==> config.mk <==
export PLATFORM = sky130hd
export DESIGN_NAME = pet_stats_engine_flat
export DESIGN_NICKNAME = d
export VERILOG_FILES = /design/src/rtl/pet_stats_engine_if.sv /design/src/rtl/pet_stats_engine.sv /design/src/flat_wrapper.sv
export SDC_FILE = /design/constraint.sdc
export NUM_CORES = 1
export LEC_CHECK = 0
export BUFFER_PORTS_ARGS = -buffer_cell sky130_fd_sc_hd__buf_2
export CAP_MARGIN = 15
export CORE_MARGIN = 5
export CORE_UTILIZATION = 35
export CTS_BUF_LIST = sky130_fd_sc_hd__clkbuf_16
export CTS_CLUSTER_DIAMETER = 80
export DETAILED_ROUTE_END_ITERATION = 16
export PLACE_DENSITY = 0.61
export SLEW_MARGIN = 0
export SYNTH_ARGS = -nofsm -noshare
export SYNTH_HDL_FRONTEND = slang
export SYNTH_SLANG_ARGS = --single-unit
==> constraint.sdc <==
create_clock -name clk -period 6.7 [get_ports clk]
set_input_delay 0.335 -clock clk [delete_from_list [all_inputs] [get_ports clk]]
set_output_delay 0.335 -clock clk [all_outputs]
set_load 0.02 [all_outputs]
==> src/rtl/pet_stats_engine_if.sv <==
// Command channel of the pet stats engine: a valid/ready request carrying a
// target stat index and an amount, plus the invalid-id error pulse.
interface pet_stats_engine_if #(
  parameter int STAT_W = 5
);
  logic              cmd_valid;
  logic              cmd_ready;
  logic [2:0]        cmd_id;
  logic [STAT_W-1:0] cmd_amount;
  logic              cmd_err;

  modport master (
    output cmd_valid,
    output cmd_id,
    output cmd_amount,
    input  cmd_ready,
    input  cmd_err
  );

  modport slave (
    input  cmd_valid,
    input  cmd_id,
    input  cmd_amount,
    output cmd_ready,
    output cmd_err
  );
endinterface

==> src/rtl/pet_stats_engine.sv <==
// Virtual-pet stat engine: stats decay on a prescaled tick, commands add to them
// with saturation, and an AWAKE/SLEEP/DEAD life-cycle FSM gates both.
module pet_stats_engine #(
  parameter int NUM_STATS  = 5,
  parameter int STAT_W     = 5,
  parameter int TICK_DIV   = 10_000_000,
  parameter int INIT_VAL   = 16,
  parameter int LOW_THRESH = 4,
  parameter int ENERGY_IDX = 3
) (
  input  logic                        clk,
  input  logic                        reset,
  input  logic [7:0]                  rand_in,
  pet_stats_engine_if.slave           cmd,
  output logic [NUM_STATS*STAT_W-1:0] stats_flat,
  output logic                        tick,
  output logic [1:0]                  state,
  output logic [NUM_STATS-1:0]        low_alarm
);

  localparam int                CNT_W    = (TICK_DIV > 2) ? $clog2(TICK_DIV) : 1;
  localparam logic [CNT_W-1:0]  CNT_LAST = CNT_W'(TICK_DIV - 1);
  localparam logic [STAT_W-1:0] STAT_MAX = {STAT_W{1'b1}};
  localparam logic [STAT_W-1:0] STAT_INI = STAT_W'(INIT_VAL);
  localparam logic [STAT_W:0]   LOW_T    = (STAT_W + 1)'(LOW_THRESH);

  typedef enum logic [1:0] {
    ST_AWAKE = 2'b00,
    ST_SLEEP = 2'b01,
    ST_DEAD  = 2'b10
  } state_t;

  state_t            state_q;
  state_t            state_d;
  logic [CNT_W-1:0]  cnt_q;
  logic              tick_ev;
  logic              tick_q;
  logic              cmd_err_q;
  logic              cmd_acc;
  logic              id_ok;
  logic              all_zero;
  logic [STAT_W-1:0] stat_q [NUM_STATS];
  logic [STAT_W-1:0] stat_d [NUM_STATS];
  logic [STAT_W-1:0] upd_val;
  logic [STAT_W:0]   upd_sum;

  assign tick_ev = (cnt_q == CNT_LAST);
  assign cmd_acc = cmd.cmd_valid && cmd.cmd_ready;
  assign id_ok   = (int'(cmd.cmd_id) < NUM_STATS);

  // The prescaler free-runs in every state so tick timing never depends on the FSM.
  always_ff @(posedge clk or posedge reset) begin
    if (reset) begin
      cnt_q <= '0;
    end else if (tick_ev) begin
      cnt_q <= '0;
    end else begin
      cnt_q <= cnt_q + 1'b1;
    end
  end

  // Per-stat update: decay (or sleep recovery) first, then the saturating add.
  always_comb begin
    upd_val = '0;
    upd_sum = '0;
    for (int i = 0; i < NUM_STATS; i++) begin
      upd_val = stat_q[i];
      if (tick_ev && state_q == ST_AWAKE && rand_in[3'(i % 8)] && upd_val != '0) begin
        upd_val = upd_val - 1'b1;
      end
      if (tick_ev && state_q == ST_SLEEP && i == ENERGY_IDX && upd_val != STAT_MAX) begin
        upd_val = upd_val + 1'b1;
      end
      if (cmd_acc && cmd.cmd_id == 3'(i)) begin
        upd_sum = {1'b0, upd_val} + {1'b0, cmd.cmd_amount};
        upd_val = upd_sum[STAT_W] ? STAT_MAX : upd_sum[STAT_W-1:0];
      end
      stat_d[i] = upd_val;
    end
  end

  always_ff @(posedge clk or posedge reset) begin
    if (reset) begin
      for (int i = 0; i < NUM_STATS; i++) begin
        stat_q[i] <= STAT_INI;
      end
      tick_q    <= 1'b0;
      cmd_err_q <= 1'b0;
    end else begin
      for (int i = 0; i < NUM_STATS; i++) begin
        stat_q[i] <= stat_d[i];
      end
      tick_q    <= tick_ev;
      cmd_err_q <= cmd_acc && !id_ok;
    end
  end

  always_ff @(posedge clk or posedge reset) begin
    if (reset) begin
      state_q <= ST_AWAKE;
    end else begin
      state_q <= state_d;
    end
  end

  // Transitions look at the post-update stats so a fatal decay is caught the same edge.
  always_comb begin
    all_zero = 1'b1;
    for (int i = 0; i < NUM_STATS; i++) begin
      if (stat_d[i] != '0) begin
        all_zero = 1'b0;
      end
    end
    state_d = state_q;
    case (state_q)
      ST_AWAKE: begin
        if (all_zero) begin
          state_d = ST_DEAD;
        end else if (stat_d[ENERGY_IDX] == '0) begin
          state_d = ST_SLEEP;
        end
      end
      ST_SLEEP: begin
        if (stat_d[ENERGY_IDX] == STAT_MAX) begin
          state_d = ST_AWAKE;
        end
      end
      ST_DEAD: begin
        state_d = ST_DEAD;
      end
      default: begin
        state_d = ST_AWAKE;
      end
    endcase
  end

  always_comb begin
    cmd.cmd_ready = (state_q == ST_AWAKE);
    cmd.cmd_err   = cmd_err_q;
    state         = state_q;
    tick          = tick_q;
  end

  always_comb begin
    stats_flat = '0;
    low_alarm  = '0;
    for (int i = 0; i < NUM_STATS; i++) begin
      stats_flat[i*STAT_W +: STAT_W] = stat_q[i];
      low_alarm[i]                   = ({1'b0, stat_q[i]} < LOW_T);
    end
  end

endmodule
==> src/flat_wrapper.sv <==
// flat-port wrapper written by rule: the top's interface ports become plain ports
module pet_stats_engine_flat 
#(
  parameter int NUM_STATS  = 5,
  parameter int STAT_W     = 5,
  parameter int TICK_DIV   = 10_000_000,
  parameter int INIT_VAL   = 16,
  parameter int LOW_THRESH = 4,
  parameter int ENERGY_IDX = 3
)
  (clk, reset, rand_in, stats_flat, tick, state, low_alarm, cmd_cmd_valid, cmd_cmd_id, cmd_cmd_amount, cmd_cmd_ready, cmd_cmd_err);
  pet_stats_engine_if #(.STAT_W(STAT_W)) cmd_i ();
  input  logic clk;
  input  logic reset;
  input  logic [7:0] rand_in;
  output logic [NUM_STATS*STAT_W-1:0] stats_flat;
  output logic tick;
  output logic [1:0] state;
  output logic [NUM_STATS-1:0] low_alarm;
  input wire logic [$bits(cmd_i.cmd_valid)-1:0] cmd_cmd_valid;
  input wire logic [$bits(cmd_i.cmd_id)-1:0] cmd_cmd_id;
  input wire logic [$bits(cmd_i.cmd_amount)-1:0] cmd_cmd_amount;
  output wire logic [$bits(cmd_i.cmd_ready)-1:0] cmd_cmd_ready;
  output wire logic [$bits(cmd_i.cmd_err)-1:0] cmd_cmd_err;
  assign cmd_i.cmd_valid = cmd_cmd_valid;
  assign cmd_i.cmd_id = cmd_cmd_id;
  assign cmd_i.cmd_amount = cmd_cmd_amount;
  assign cmd_cmd_ready = cmd_i.cmd_ready;
  assign cmd_cmd_err = cmd_i.cmd_err;
  pet_stats_engine #(.NUM_STATS(NUM_STATS), .STAT_W(STAT_W), .TICK_DIV(TICK_DIV), .INIT_VAL(INIT_VAL), .LOW_THRESH(LOW_THRESH), .ENERGY_IDX(ENERGY_IDX)) u_core (.clk(clk), .reset(reset), .rand_in(rand_in), .cmd(cmd_i), .stats_flat(stats_flat), .tick(tick), .state(state), .low_alarm(low_alarm));
endmodule
---- Word-level counts from Yosys, hierarchy flattened ----
Cells that the tools add are included.
operators by class
  $add $sub $neg .......................... 11
  order comparisons ....................... 6
  eq/ne operators ......................... 11
  mux-type cells .......................... 25
  reduce and logical (&&, ||, !) cells .... 32
operators with widths
  operator               count
  $mux 5                 15
  $reduce_bool 5->1      9
  $add 5x5->6            5
  $lt 5x3->1 const B     5
  $add 24x1->24 const B  1
  $eq 24x24->1 const B   1
  $mux 24                1
  $sub 5x1->5 const B    4
  $logic_and 1x1->1      18
  $eq 3x2->1 const B     2
  $mux 2                 3
  $pmux 2 s3             1
  $add 5x1->5 const B    1
  $eq 5x5->1 const B     1
  $logic_not 5->1        1
  $mux 1                 5
  $ne 5x5->1 const B     1
  $eq 3x1->1 const B     1
  $eq 3x3->1 const B     1
  $logic_not 3->1        1
  $lt 3x3->1 const B     1
  $ne 3x3->1 const B     1
  $eq 2x1->1 const B     1
  $eq 2x2->1 const B     1
  4 further kinds        4
word-level totals
  register bits ........................... 53
  input bits .............................. 19
  output and inout port bits .............. 35

---- Logic depth before layout (Yosys ltp) ----
Gate-level depths: netlist of run 1.
  depth after elaboration ................. 16
  depth in mapped cells ................... 25
  depth with buffers taken out ............ 25

---- Worst setup path after synthesis of run 1 ----
No wires, ideal clock.
  path type ............................... register to register
  start ................................... register u_core.stat_q (netlist bit u_core.stats_flat[15])
  end ..................................... register u_core.state_q[0], in the netlist u_core.state[0]
  setup time .............................. 0.087 ns
  arrival time ............................ 5.066 ns
  required time ........................... 6.613 ns
  path slack .............................. 1.547 ns
  stages on the path, launching flop included .. 22
  buffers on the path ..................... 0
  clock period less this slack ............ 5.153 ns
  path through ............................ dfrtp_1 > inv_1 > ha_1 > or4b_1 > nand2_1 > nor4_4 > mux2i_1 > ha_1 > a21boi_0 > ha_1 > nor3b_1 > nand4_1 > nor2_1 > mux2_2 > ha_1 > a2111o_1 > or2_0 > nor2_1 > a31oi_1 > or2_0 > or4_1 > a211oi_2
RTL lines
  element                          RTL line                 source
  start, declared                  pet_stats_engine.sv:42   logic [STAT_W-1:0] stat_q [NUM_STATS];
  start signal, assigned by index  pet_stats_engine.sv:91   stat_q[i] <= stat_d[i];
  end signal, assigned             pet_stats_engine.sv:102  state_q <= state_d;
  end, declared                    pet_stats_engine.sv:33   state_t state_q;

==> results of run 1 <==
==> metal layers <==
layer,part of all wire [%],global-route usage (%),up-vias
li1,-,-,1870
met1,45,19.6,1883
met2,49,27.6,80
met3,4.5,2.84,14
met4,1.5,4.39,0
met5,0,0,-
==> flip-flops by register name, summed over array words and instances (netlist names) <==
| name | count |
|---|---|
| u_core.cmd.cmd_err | 1 |
| u_core.stats_flat | 25 |
| u_core.cnt_q | 24 |
| u_core.state | 2 |
| u_core.tick | 1 |
==> where the power goes <==
part           total [mW]  internal, mW  switching (mW)  leakage (nW)
clock               0.271         0.142           0.130        0.0708
sequential          0.329         0.324         0.00538         0.670
combinational       0.101        0.0387          0.0619          1.52
==> cell usage after synthesis, drive strengths merged (6+ instances only) <==
cell type / instances
a21oi: 14
nand4: 11
and3: 10
nor2: 43
o21ai: 8
nor3: 15
and2: 12
o31ai: 9
nor4: 10
xnor2: 17
clkbuf: 7
nand3: 28
dfrtp: 48
nand2: 36
or2: 6
inv: 30
or4: 11
xor2: 19
ha: 33
==> area by class of cell <==
type,instances,area (um^2)
Tap cell,147,184
Sequential cell,53,1330
Fill cell,1188,7150
Clock inverter,3,25.0
Multi-Input combinational cell,382,2820
Timing Repair Buffer,51,260
Inverter,30,113
Clock buffer,5,125
==> critical path: stages (launching register included) <==
cell      delay, ns
dfrtp_1        0.44
nor4b_4        0.52
nand3_4        0.20
nor4_4         0.34
mux2i_1        0.20
ha_1           0.25
a21boi_0       0.13
ha_1           0.24
nor3b_1        0.18
nand4_1        0.11
nor2_1         0.35
mux2_2         0.41
ha_1           0.33
a2111o_1       0.44
or2_0          0.24
nor2_1         0.12
a31oi_1        0.07
or2_0          0.27
or4_1          0.43
a211oi_2       0.22
==> layout by cell type, fill, tap and decap left out, drive strengths merged, types with 4 or more instances in the layout <==
cell / n
buf: 51
dfrtp: 48
nor2: 43
nand2: 36
ha: 33
inv: 32
nand3: 28
xor2: 19
xnor2: 17
nor3: 15
a21oi: 14
and2: 12
or4: 11
nand4: 11
and3: 10
nor4: 10
o31ai: 9
o21ai: 8
or2: 6
a21o: 5
a31oi: 5
fa: 5
clkbuf: 5
dfstp: 5
a211oi: 5
nor3b: 4
a41oi: 4
o22a: 4
nor4b: 4
mux2i: 4
or4b: 4
==> worst paths after layout <==
kind                            slack, ns                              end  cells past startpoint                        from
worst min register to register       0.49        u_core.cnt_q[4]$_DFF_PP0_                      1   u_core.cnt_q[4]$_DFF_PP0_
max in group asynchronous            6.01  u_core.stats_flat[16]$_DFF_PP0_                      3                       reset
worst max register to register       1.12      u_core.state[0]$_DFFE_PP0P_                     19  u_core.cnt_q[17]$_DFF_PP0_
worst min-delay path                 0.22       u_core.cnt_q[10]$_DFF_PP0_                      3                       reset
worst max-delay path                 1.12      u_core.state[0]$_DFFE_PP0P_                     19  u_core.cnt_q[17]$_DFF_PP0_
min in group clk                     0.41     u_core.cmd.cmd_err$_DFF_PP0_                      3               cmd_cmd_id[0]
==> metrics by stage <==
stage | hold WS (ns) | cell area [um^2]
final | 0.222 | 4860
after global routing | 0.293 | 4860
after CTS | 0.251 | 4860
after detailed placement | 0.480 | 4710
after global placement | 0.475 | 4710
after floorplan | 0.453 | 4310
==> cells by family after synthesis <==
kind of cell / share of synthesized area (%)
flops: 31.0
simple gates: 28.7
fa+ha+maj: 11.9
compound gates: 15.6
buf+inv: 3.49
xor+xnor: 7.32
mux: 2.01
==> impl_metrics.csv, run 1 <==
group,metric,value,unit
global_routing,grt_max_degree,54,
die,rows,40,
global_routing,track_usage,15.7,%
die,core,12000,um^2
final_layout,fin_cells,671,
pwr,totalPowerFinal,701,uW
final_layout,antenna_cells,0,
synth,synth_seq_cells,53,
die,start_util,35.8,%
synth,yosysTopAreaCell,"dfrtp_1",
cts,worst_skew_pair.late_latency,0.30,ns
synth,syn_inst,473,
sta,fin_skew,0.00750,ns
sta,fmax,179,MHz
place,io_buffer_count,49,
cts,cts_resized,0,
final_layout,post-route-util,40.5,%
setup_path,end_kind,"register",
sta,tns,0,ns
synth,ys_seq_area_share,31.0,%
final_layout,synthToLayoutAreaGrowth,12.9,%
die,die_w,121,um
die,die_area,14600,um^2
run,maxCapViolCount,0,
synth,syn-num-nets,530,
route,firstDrtPassIters,4,
synth,async_flop_share,100,%
global_routing,grt_pass1_wl,18.7,mm
route,drc,0,
run_status,outcome,"complete, no violations",
synth,synth_cell_types,74,
cts,numClockSinks,53,
setup_path,crit_type,"reg2reg",
place,place_congestion,0.937,
sta,rsz0062_at_grt,"false",
place,placed_cells,663,
sta,drv_slew,0,
route,dr_total_vias,3847,
sta,period_share,83.3,%
final_layout,drive_gt1_share,16.6,%
sta,finalHoldViolCount,0,
route,wl_per_cell,16.8,um
pwr,worst_ir_drop_vdd,96.2,uV
hold_path,hp-class,"in2async",
place,hpwlAfterDp,8.72,mm
route,postRouteWirelength,11.3,mm
cts,cts-hold-fix-buffers,0,
synth,syn_area,4310,um^2
global_routing,grt_pass1_vias,3830,
synth,synth.area.top_cells,"dfrtp_1, ha_1, xor2_1",
setup_path,critical_path.max_fanout,6,
setup_path,worst_setup_path_start_kind,"register",
die,io_pins,54,
cts,post-cts-setup-buffers,0,
global_routing,overflow,0,
die,die_y,121,um
global_routing,antenna_found_initial,0,
final_layout,nNetsFinal,580,
synth,syn_area_per_cell,9.10,um^2
route,via_per_inst,5.73,
synth,yosys_warnings,0,
sta,finalWorstSetupSlack,1.12,ns
setup_path,crit_required,6.92,ns
route,ant_nets,0,
cts,cts_max_level,2,
place,pre_cts_slack,1.13,ns
cts,clk_pin_slew,0.08,ns
pwr,p_per_area,144,nW/um^2
setup_path,critical_path_arrival,5.80,ns
synth,synth_top_area_share,27.9,%
cts,root_buffer,"clkbuf_16",
cts,cts_max_path_buffers,2,
pwr,p_leak,2.26,nW
sta,tightest_slew,0.853,ns
sta,fin_crit,5.58,ns
sta,final-setup-viol-count,0,
cts,tritoncts,"yes",
sta,slew_headroom,42.6,%
route,drtIter0Drc,286,
synth,synth_edf_count,0,
synth,synth-main-ff-cell,"dfrtp_1",
cts,cts-buffers-inserted,5,
Note: power is estimated with default switching activity, not from simulation.
==> inputs of run 2 (changes only) <==
Settings changed: PLACE_DENSITY 0.61 to 0.63.
Clock period 6.7 ns to 4.9 ns, I/O delays scaled along.
==> run 2 against run 1 <==
Compared with the run above: via count up 3.9%; combinational power up 51%; routed wire length is 9.0% higher; critical path depth is 3 higher; setup slack got worse by 1.0 ns; cell area is 9.1% higher; total power rose by 45%.
==> impl_metrics.csv, run 2 (same netlist as run 1, synthesis figures left out) <==
group,metric,value,unit
cts,numClockSinks,53,
final_layout,largest_reg_flops,25,
sta,fmax,208,MHz
pwr,p_leak,2.46,nW
place,placed_cell_area,4950,um^2
setup_path,crit_slowest_cell,"or4_1",
route,ant_nets,0,
final_layout,final_common_cell,"buf_2",
final_layout,drive_gt1_share,27.0,%
pwr,totalPowerFinal,1.01,mW
run,maxCapViolCount,0,
sta,finalHoldViolCount,0,
route,drc,0,
place,place_congestion,0.953,
die,core,12000,um^2
sta,tns,0,ns
setup_path,crit_required,5.12,ns
run_status,outcome,"complete, no violations",
route,drtIter0Drc,287,
cts,root_buffer,"clkbuf_16",
global_routing,grt_max_degree,54,
final_layout,synthToLayoutAreaGrowth,23.2,%
setup_path,critical_path.max_fanout,5,
setup_path,reg2reg_depth,22,
die,die_w,121,um
setup_path,worst_setup_path_start_kind,"register",
final_layout,nNetsFinal,616,
setup_path,end_kind,"register",
place,io_buffer_count,49,
route,postRouteWirelength,12.3,mm
sta,period_share,98.2,%
route,via_per_inst,5.65,
die,die_area,14600,um^2
final_layout,final_area,5300,um^2
cts,cts_max_level,2,
final_layout,antenna_cells,0,
global_routing,grt_pass1_wl,19.6,mm
pwr,p_per_area,191,nW/um^2
setup_path,path_cells,"ha_2, and3_4, nand4_1, buf_4, buf_4, nor4_2, xor2_1, ha_2, buf_4, mux2_2, or4_4, nand2_2, ha_4, inv_1, fa_2, inv_1, a21o_1, a21oi_1, xor2_1, a2bb2oi_2, or4_1, a211oi_2",
sta,slew_headroom,52.4,%
cts,worst_skew_pair.late_latency,0.30,ns
setup_path,slowest_delay,0.49,ns
global_routing,antenna_found_initial,0,
die,start_util,35.8,%
die,die_y,121,um
final_layout,most-common-layout-cells,"buf_2, dfrtp_1, nor2_1",
cts,cts_max_path_buffers,2,
die,io_pins,54,
cts,cts-buffers-inserted,5,
route,wl_per_cell,17.4,um
place,hpwlAfterDp,9.32,mm
cts,tritoncts,"yes",
pwr,worst_ir_drop_vdd,106,uV
setup_path,critical_path_arrival,5.03,ns
sta,final-setup-viol-count,0,
sta,drv_slew,0,
hold_path,hp-class,"in2async",
global_routing,grt_pass1_vias,3953,
final_layout,fillers,1178,
sta,fin_crit,4.81,ns
cts,clk_pin_slew,0.07,ns
sta,tightest_slew,0.714,ns
setup_path,crit_type,"reg2reg",
setup_path,path_common_cell,"buf_4",
sta,fin_skew,0.00567,ns
die,rows,40,
global_routing,overflow,0,
global_routing,track_usage,16.6,%
route,firstDrtPassIters,5,
sta,finalWorstSetupSlack,0.0903,ns
route,dr_total_vias,3997,
place,pre_cts_slack,-0.0474,ns
sta,rsz0062_at_grt,"true",
run 2: path summary, 6_finish.rpt:
kind | startpoint | to | slack, ns
max in group asynchronous | reset | u_core.stats_flat[15]$_DFF_PP0_ | 4.26
min | reset | u_core.cnt_q[0]$_DFF_PP0_ | 0.14
min in group clk | cmd_cmd_id[0] | u_core.cmd.cmd_err$_DFF_PP0_ | 0.32
max | u_core.cnt_q[0]$_DFF_PP0_ | u_core.state[0]$_DFFE_PP0P_ | 0.09
max reg2reg | u_core.cnt_q[0]$_DFF_PP0_ | u_core.state[0]$_DFFE_PP0P_ | 0.09
min reg2reg | u_core.cnt_q[21]$_DFF_PP0_ | u_core.cnt_q[21]$_DFF_PP0_ | 0.49
run 2: power breakdown:
part           leakage [nW]  switching, mW  internal, mW
combinational          1.71         0.0919        0.0613
sequential            0.667        0.00595         0.443
clock                0.0852          0.172         0.241
total                  2.46          0.269         0.745
run 2: timing repair:
| item | CTS | global route |
|---|---|---|
| cloned | 0 | 0 |
| resized for setup | 3 | 23 |
| hold buffers | 0 | 0 |
| setup endpoints to repair | 1 | 2 |
| pin swaps | 3 | 12 |
| setup buffers | 4 | 6 |
run 2: through the flow:
stage	utilization, %	instances	hold WS, ns
floorplan	-	473	0.416
global placement	41.2	689	0.473
detailed placement	41.2	689	0.477
CTS	42.9	701	0.169
global route	44.2	707	0.217
finish	44.2	707	0.140
run 2: critical path, delay by kind of cell (launching register included):
family / cells / cell delay [ns]
adders and majority gates: 4 / 0.89
muxes: 1 / 0.27
AOI/OAI and AO/OA: 4 / 0.47
buffers and inverters: 5 / 0.61
and+or+nand+nor: 6 / 1.77
DFF: 1 / 0.36
xor gates and xnor gates: 2 / 0.35
run 2: layout make-up:
cell class                      instances  area, um^2  area share (%)
Sequential cell                        53        1340            25.2
Clock inverter                          3        42.5           0.802
Multi-Input combinational cell        382        2970            56.1
Clock buffer                            5         125            2.36
Inverter                               30         113            2.12
Timing Repair Buffer                   87         531            10.0
Tap cell                              147         184            3.47
run 2: per-layer routing:
metal / GRT usage [%] / vias up / part of all wire [%] / wire length, um
li1: - / 1940 / - / -
met4: 4.18 / 0 / 1.4 / 178
met5: 0 / - / 0 / 0
met1: 21.0 / 1941 / 44 / 5410
met3: 2.80 / 18 / 4.3 / 534
met2: 29.2 / 98 / 50 / 6170
